### src/rtl/spi_byte_master.sv
// ============================================================================
//  Module   : spi_byte_master
//  Purpose  : Single-byte SPI master, mode 0 (CPOL=0, CPHA=0). Shifts one
//             8-bit word out on dout/sck under an active-low ss, captures
//             8 bits from din, and pulses done for one clk per byte so a
//             feeder can stream bytes back-to-back.
//  Ports    : clk   - system clock, rising-edge
//             rstb  - asynchronous active-low reset
//             mlb   - bit order, 1 = MSB first, 0 = LSB first (tx and rx)
//             start - level request, sampled only while idle
//             tdat  - byte to transmit, captured at launch
//             cdiv  - sck period select: 4/8/16/32 clk for 00/01/10/11
//             din   - serial data from slave, sampled on rising sck
//             ss    - slave select, active-low
//             sck   - serial clock, idles low
//             dout  - serial data to slave, changes on falling sck
//             done  - one-cycle end-of-byte pulse
//             rdata - last received byte, updated with done
//  Revision : 1.0 - initial release
// ============================================================================
`default_nettype none

module spi_byte_master (
  input  logic       clk,
  input  logic       rstb,
  input  logic       mlb,
  input  logic       start,
  input  logic [7:0] tdat,
  input  logic [1:0] cdiv,
  input  logic       din,
  output logic       ss,
  output logic       sck,
  output logic       dout,
  output logic       done,
  output logic [7:0] rdata
);

  typedef enum logic [1:0] {
    IDLE   = 2'd0,
    SEND   = 2'd1,
    FINISH = 2'd2
  } state_t;

  state_t     state, state_nxt;
  logic [7:0] tx_sh, tx_sh_nxt;
  logic [7:0] rx_sh, rx_sh_nxt;
  logic [7:0] rdata_nxt;
  logic [3:0] hcnt, hcnt_nxt;
  logic [3:0] bcnt, bcnt_nxt;
  logic       ss_nxt, sck_nxt, dout_nxt, done_nxt;
  logic [3:0] hlast;
  logic       half_end;

  // Terminal count of the half-period counter (H-1).
  always_comb begin
    case (cdiv)
      2'b00:   hlast = 4'd1;
      2'b01:   hlast = 4'd3;
      2'b10:   hlast = 4'd7;
      default: hlast = 4'd15;
    endcase
  end

  assign half_end = (hcnt == hlast);

  always_ff @(posedge clk or negedge rstb) begin
    if (!rstb) begin
      state <= IDLE;
      tx_sh <= 8'h00;
      rx_sh <= 8'h00;
      rdata <= 8'h00;
      hcnt  <= 4'd0;
      bcnt  <= 4'd0;
      ss    <= 1'b1;
      sck   <= 1'b0;
      dout  <= 1'b0;
      done  <= 1'b0;
    end else begin
      state <= state_nxt;
      tx_sh <= tx_sh_nxt;
      rx_sh <= rx_sh_nxt;
      rdata <= rdata_nxt;
      hcnt  <= hcnt_nxt;
      bcnt  <= bcnt_nxt;
      ss    <= ss_nxt;
      sck   <= sck_nxt;
      dout  <= dout_nxt;
      done  <= done_nxt;
    end
  end

  always_comb begin
    state_nxt = state;
    tx_sh_nxt = tx_sh;
    rx_sh_nxt = rx_sh;
    rdata_nxt = rdata;
    hcnt_nxt  = hcnt;
    bcnt_nxt  = bcnt;
    ss_nxt    = ss;
    sck_nxt   = sck;
    dout_nxt  = dout;
    done_nxt  = done;

    case (state)
      IDLE: begin
        ss_nxt   = 1'b1;
        sck_nxt  = 1'b0;
        done_nxt = 1'b0;
        if (start) begin
          tx_sh_nxt = tdat;
          dout_nxt  = mlb ? tdat[7] : tdat[0];
          ss_nxt    = 1'b0;
          hcnt_nxt  = 4'd0;
          bcnt_nxt  = 4'd0;
          state_nxt = SEND;
        end
      end

      SEND: begin
        if (half_end) begin
          hcnt_nxt = 4'd0;
          sck_nxt  = ~sck;
          if (!sck) begin
            // Rising edge: sample din.
            rx_sh_nxt = mlb ? {rx_sh[6:0], din} : {din, rx_sh[7:1]};
            bcnt_nxt  = bcnt + 4'd1;
          end else if (bcnt < 4'd8) begin
            // Falling edge mid-byte: present the next tx bit.
            tx_sh_nxt = mlb ? {tx_sh[6:0], 1'b0} : {1'b0, tx_sh[7:1]};
            dout_nxt  = mlb ? tx_sh[6] : tx_sh[1];
          end else begin
            // Falling edge after the 8th rise ends the byte; dout holds.
            state_nxt = FINISH;
          end
        end else begin
          hcnt_nxt = hcnt + 4'd1;
        end
      end

      FINISH: begin
        ss_nxt    = 1'b1;
        done_nxt  = 1'b1;
        rdata_nxt = rx_sh;
        state_nxt = IDLE;
      end

      default: begin
        state_nxt = IDLE;
      end
    endcase
  end

endmodule

`default_nettype wire

### config.mk
export PLATFORM = sky130hd
export DESIGN_NAME = spi_byte_master
export DESIGN_NICKNAME = d
export VERILOG_FILES = /design/src/rtl/spi_byte_master.sv
export SDC_FILE = /design/constraint.sdc
export NUM_CORES = 1
export LEC_CHECK = 0
export CAP_MARGIN = 20
export CORE_UTILIZATION = 67
export CTS_CLUSTER_SIZE = 10
export DETAILED_ROUTE_END_ITERATION = 8
export DONT_BUFFER_PORTS = 1
export PLACE_DENSITY = 0.83
export SYNTH_ARGS = -nofsm -noshare
export SYNTH_HDL_FRONTEND = slang
export SYNTH_SLANG_ARGS = --single-unit
### constraint.sdc
create_clock -name clk -period 3.1 [get_ports clk]
set_clock_uncertainty 0.05 [all_clocks]
set_input_delay 0.93 -clock clk [delete_from_list [all_inputs] [get_ports clk]]
set_output_delay 0.93 -clock clk [all_outputs]
set_load 0.005 [all_outputs]
# After elaboration in Yosys (flattened, before gate mapping)
# Cells that the tools add are included.
dict set report totals {
  reg_bits 38
  wordCells 66
}
dict set report classes {
  muxes 31
  bitwise_logic 1
  n_reduce_logical 10
  addsub 2
  n_eq_ne 11
  magnitude_cmp 1
}
# operator n
set op_table {}
lappend op_table {{$mux 8} 6}
lappend op_table {{$mux 4} 4}
lappend op_table {{$pmux 4 s2} 2}
lappend op_table {{$pmux 8 s2} 1}
lappend op_table {{$ne 2x2->1 const B} 6}
lappend op_table {{$pmux 4 s3} 1}
lappend op_table {{$add 4x1->4 const B} 2}
lappend op_table {{$mux 1} 8}
lappend op_table {{$mux 2} 4}
lappend op_table {{$pmux 1 s2} 4}
lappend op_table {{$reduce_and 4->1} 2}
lappend op_table {{$reduce_and 5->1} 1}
lappend op_table {{$eq 2x1->1 const B} 2}
lappend op_table {{$eq 2x2->1 const B} 2}
lappend op_table {{$eq 4x4->1} 1}
lappend op_table {{$logic_not 2->1} 2}
lappend op_table {{$lt 4x4->1 const B} 1}
lappend op_table {{$pmux 2 s2} 1}
lappend op_table {{$reduce_and 2->1} 2}
lappend op_table {{$reduce_bool 2->1} 2}
lappend op_table {{$reduce_and 3->1} 1}
lappend op_table {{$not 1->1} 1}

# Longest topological paths before layout
dict set report depth {
  word_depth 5
  ltp_mapped 7
  ltp_nobuf 5
}

# Worst setup path after synthesis
# No wires, ideal clock.
dict set report synth_timing {
  kind {input-to-reg}
  startpoint {input port cdiv[1]}
  endpoint {register dout}
  path_buffers 2
  stages 7
  required_ns 2.925
  arrival_ns 2.233
  path_slack_ns 0.692
  path_cell_list {nor3_1 -> nand3_1 -> and2_4 -> buf_6 -> o41a_1 -> buf_6 -> mux2_4}
}
dict set report synth_between {
  elab_chain_cells 5
  elab_cells_between_ends 7
}
# item line_no
set synth_lines {}
lappend synth_lines {{start: declaration} 29} ;# input logic [1:0] cdiv,
lappend synth_lines {{$eq 2x2->1 (tied with other cells)} 56} ;# case (cdiv)
lappend synth_lines {{$pmux 4 s3 *} 56}
lappend synth_lines {{$eq 4x4->1 *} 64} ;# assign half_end = (hcnt == hlast);
lappend synth_lines {{$ne 2x2->1 (no source line) *} --}
lappend synth_lines {{$reduce_and 5->1 (no source line) *} --}
lappend synth_lines {{end signal: assignment} 87} ;# dout <= dout_nxt;
lappend synth_lines {{end: declaration} 33} ;# output logic dout,
# Every way passes the cells marked *; elsewhere a longest branch is shown, timed or not.
# A chain may end at the register's enable or synchronous reset.

# Final worst setup path
dict set report layout_timing {
  startpoint {input port cdiv[1]}
  endpoint {register tx_sh[6]}
}
dict set report layout_between {
  elab_chain_cells 5
  elab_cells_between_ends 7
}
# item line_no
set layout_lines {}
lappend layout_lines {{$eq 2x2->1 (tied with other cells)} 56}
lappend layout_lines {{$pmux 4 s3 *} 56}
lappend layout_lines {{$eq 4x4->1 *} 64}
lappend layout_lines {{$ne 2x2->1 (no source line) *} --}
lappend layout_lines {{$reduce_and 5->1 (no source line) *} --}
lappend layout_lines {{end signal: assignment} 80} ;# tx_sh <= tx_sh_nxt;
lappend layout_lines {{end: declaration} 45} ;# logic [7:0] tx_sh, tx_sh_nxt;
# Marks and branches as above.

==> results_tabular.tex <==
\begin{tabular}{lr}
\hline
Metric & Value \\
\hline
\multicolumn{2}{l}{\textbf{Status}} \\
\quad Result of the run & finished clean \\
\multicolumn{2}{l}{\textbf{Clock tree}} \\
\quad Setup bufs post-CTS & 0 \\
\quad Clock-pin slew reported for the worst setup and hold paths after clock tree synthesis & 0.11 ns \\
\quad Worst skew pair latency & 0.35 ns \\
\quad Number of clock sinks seen by CTS & 38 \\
\quad Clock tree from TritonCTS & built \\
\quad Hold-fix buffers, CTS & 0 \\
\quad PostCTS Resize Cnt & 0 \\
\quad TritonCTS buffer count & 5 \\
\quad Total number of H-tree levels & 2 \\
\quad Buffer depth of the longest clock path & 2 \\
\quad Cell chosen for the clock root & sky130\_fd\_sc\_hd\_\_clkbuf\_4 \\
\multicolumn{2}{l}{\textbf{Place}} \\
\quad Worst slack at placement & 0.536 ns \\
\quad RD Place Congestion & roughly 0.84 \\
\quad Count of buffers inserted at the top-level ports & 0 \\
\quad Final HPWL from detailed placement & 2.27 mm \\
\multicolumn{2}{l}{\textbf{Timing}} \\
\quad Worst slew margin relative to its limit & roughly three fifths \\
\quad RSZ-0062 raised after global routing & false \\
\quad Worst setup slack after layout & 0.898 ns \\
\quad Final count of pins violating max slew & 0 \\
\quad Share of the clock period used by the worst path & a little under three quarters \\
\quad Actual slew at the worst max-slew pin & 0.629 ns \\
\quad Peak Freq & 454 MHz \\
\quad Hold Worst Slack & 0.210 ns \\
\quad Time the worst path needs with I/O delays and setup & 2.20 ns \\
\quad Hold violation count in the final report & 0 \\
\quad Final setup violation count & 0 \\
\quad Aggregate negative setup slack & 0 ns \\
\multicolumn{2}{l}{\textbf{Final layout}} \\
\quad Most used cells in the layout excluding fill and tap cells & 37 x sky130\_fd\_sc\_hd\_\_dfrtp\_1, 26 x sky130\_fd\_sc\_hd\_\_nand2\_1, 17 x sky130\_fd\_sc\_hd\_\_mux2i\_1 \\
\quad Post-layout nets & 189 \\
\quad Leading cell type in the layout, fill and taps excluded & sky130\_fd\_sc\_hd\_\_dfrtp\_1 \\
\quad Area added between synthesis and finish & 4.48\% \\
\quad Final antenna diode count & 0 \\
\quad Share of layout cells above drive strength 1 & 19.7\% \\
\multicolumn{2}{l}{\textbf{Synth}} \\
\quad Unique masters post-synth & 31 \\
\quad Count of mapped cells out of synthesis & between 150 and 200 \\
\quad Mapped Nets & 191 \\
\quad Cell type with the highest aggregate area in the netlist & sky130\_fd\_sc\_hd\_\_dfrtp\_1 \\
\quad Sequential element share of the synthesized area & roughly half \\
\quad Cell area after synthesis & 1900 µm² \\
\quad Synth warnings & 0 \\
\quad Average instance area after synthesis & 10.9 µm² \\
\quad Seq cells post-synth & 38 \\
\quad Share of the synthesized area in the top cell type & 48.7\% \\
\quad Synth area leaders & sky130\_fd\_sc\_hd\_\_dfrtp\_1 49\%, sky130\_fd\_sc\_hd\_\_mux2i\_1 9.0\%, sky130\_fd\_sc\_hd\_\_mux2\_4 7.1\% \\
\multicolumn{2}{l}{\textbf{Route}} \\
\quad Total Routed Length & 3.42 mm \\
\quad DRC violation total after the first TritonRoute iteration & 55 \\
\quad Detailed-routing wirelength on met1 & 1.56 mm \\
\quad Average wire length per cell after detail routing & 16.8 µm \\
\quad Via count & 1256 \\
\quad Detailed-route DRC error count & 0 \\
\quad Count of nets left with antenna violations after detail routing & 0 \\
\quad Sum of met2 wire segment lengths after detailed routing & 1.65 mm \\
\quad Met3 routed WL & 162 µm \\
\quad Via density per instance & 6.19 \\
\quad Drt first pass iters & 4 \\
\quad Top sig layer & met4 \\
\multicolumn{2}{l}{\textbf{Worst setup path}} \\
\quad Highest cell delay on the worst timing path & 0.55 ns \\
\quad CP Cell Sequence & nor3\_1 -> nand3\_1 -> and2\_4 -> o41a\_1 -> mux2\_4 \\
\quad CP endpoint kind & flip-flop \\
\quad Family of cells with the greatest summed delay on the critical path & compound AO/OA/AOI/OAI gates \\
\quad Slowest CP cell & sky130\_fd\_sc\_hd\_\_o41a\_1 \\
\quad WP buf/inv & 0 \\
\quad Data arrival time at the worst-slack endpoint & 2.40 ns \\
\quad CP max FO & 9 \\
\quad Setup crit start kind & input pin \\
\quad Class of the most critical setup path & in -> reg \\
\quad Critical path data required time & between 3 and 4 ns \\
\multicolumn{2}{l}{\textbf{GRT}} \\
\quad Number of antenna violations at the first check in global routing & 0 \\
\quad Via count of the first global-routing pass & 1302 \\
\quad Largest net degree at the start of global routing & 39 \\
\quad GRT overflow & 0 \\
\quad Global-route wire length before repair & 6.13 mm \\
\quad All-layer global routing usage & 25.8\% \\
\multicolumn{2}{l}{\textbf{Power}} \\
\quad Worst-case vdd ir drop & 0.649 mV \\
\quad Static power due to leakage & slightly above 0.0009 µW \\
\quad Power per Cell Area & 857 nW/µm² \\
\multicolumn{2}{l}{\textbf{Floorplanning}} \\
\quad Height of the die & 55.2 µm \\
\quad Initial standard-cell utilization of the core & 74.0\% \\
\quad Die Span X & 55.2 µm \\
\quad I/O pin count & 27 \\
\quad Floorplan die area & just over 3000 µm² \\
\quad Cell Rows & 18 \\
\quad Floorplan core area & $\sim$2600 µm² \\
\multicolumn{2}{l}{\textbf{Job}} \\
\quad Max\_cap viols & 0 \\
\multicolumn{2}{l}{\textbf{Worst hold path}} \\
\quad Tightest Hold Check Type & in -> async \\
\hline
\end{tabular}
==> state kept, by name (all words and copies together) (netlist names) <==
name and flops:
rdata 8, rx_sh 8, tx_sh 8, bcnt 4
hcnt 4, state 2, done 1, dout 1
sck 1, ss 1
==> per-layer routing <==
layer | global-route usage (%) | vias to the layer above
met1 | 34.3 | 619
li1 | - | 596
met4 | 9.64 | 0
met2 | 41.0 | 37
met3 | 6.79 | 4
met5 | 0 | -
==> where the power goes <==
group | switching (µW) | total [µW] | internal (µW)
clock | 156 | 349 | 193
combinational | 227 | 496 | 269
sequential | 188 | 855 | 667
==> cell type report <==
type / count / area [µm²]
Tap cell: 30 / 37.5
Timing Repair Buffer: 2 / 15.0
Sequential cell: 38 / 952
Multi-Input combinational cell: 122 / 883
Fill cell: 175 / 583
Clock buffer: 7 / 55.1
Clock inverter: 1 / 30.0
Inverter: 3 / 11.3
==> Yosys cell counts <==
| cell type | n |
|---|---|
| sky130_fd_sc_hd__dfrtp_1 | 37 |
| sky130_fd_sc_hd__nand2_1 | 26 |
| sky130_fd_sc_hd__mux2i_1 | 17 |
| sky130_fd_sc_hd__nor2_1 | 14 |
| sky130_fd_sc_hd__o21ai_0 | 12 |
| sky130_fd_sc_hd__a21oi_1 | 10 |
| sky130_fd_sc_hd__mux2_4 | 9 |
| sky130_fd_sc_hd__clkbuf_1 | 8 |
| sky130_fd_sc_hd__mux2_2 | 8 |
| sky130_fd_sc_hd__inv_1 | 3 |
| sky130_fd_sc_hd__nand2b_1 | 3 |
| sky130_fd_sc_hd__a211oi_1 | 2 |
| sky130_fd_sc_hd__buf_6 | 2 |
| sky130_fd_sc_hd__ha_1 | 2 |
| sky130_fd_sc_hd__nand3_1 | 2 |
| sky130_fd_sc_hd__nor3_1 | 2 |
| sky130_fd_sc_hd__o311ai_0 | 2 |
| sky130_fd_sc_hd__xnor2_1 | 2 |
| sky130_fd_sc_hd__a22o_2 | 1 |
| sky130_fd_sc_hd__a31oi_1 | 1 |
| sky130_fd_sc_hd__and2_4 | 1 |
| sky130_fd_sc_hd__and3_4 | 1 |
| sky130_fd_sc_hd__buf_2 | 1 |
| sky130_fd_sc_hd__dfstp_2 | 1 |
| sky130_fd_sc_hd__mux4_2 | 1 |
| sky130_fd_sc_hd__nand3_2 | 1 |
| sky130_fd_sc_hd__nor2b_1 | 1 |
| sky130_fd_sc_hd__o211ai_1 | 1 |
| sky130_fd_sc_hd__o21bai_1 | 1 |
| sky130_fd_sc_hd__o41a_1 | 1 |
| sky130_fd_sc_hd__or3_2 | 1 |
==> path summary, 6_finish.rpt <==
check	slack, ns	endpoint	cells past startpoint	startpoint
max	0.90	tx_sh[6]	5	cdiv[1]
min reg2reg	0.48	done	2	done
max reg2reg	1.03	tx_sh[6]	5	hcnt[2]
max in group asynchronous	2.61	ss	0	rstb
min	0.21	tx_sh[3]	0	rstb
min in group clk	0.48	done	2	done
==> kinds of logic (layout without fill, tap and decap cells) <==
family | after synthesis | count (layout) | share of synthesized area, %
buf+inv | 14 | 13 | 3.62
flops | 38 | 38 | 50.1
xor+xnor | 2 | 2 | 0.922
fa+ha+maj | 2 | 2 | 1.32
mux | 35 | 35 | 22.0
simple gates | 52 | 52 | 12.3
compound gates | 31 | 31 | 9.75
==> stage by stage <==
step	total power (µW)	std cells	util [%]	instance area [µm²]
5_1_grt	1820	203	77.3	1980
3_3_place_gp	1300	195	74.0	1900
3_5_place_dp	1350	195	74.0	1900
6_report	1700	203	77.3	1980
2_1_floorplan	1240	174	-	1900
4_1_cts	1710	203	77.3	1980
No activity file was read; power rests on OpenSTA's default activity.
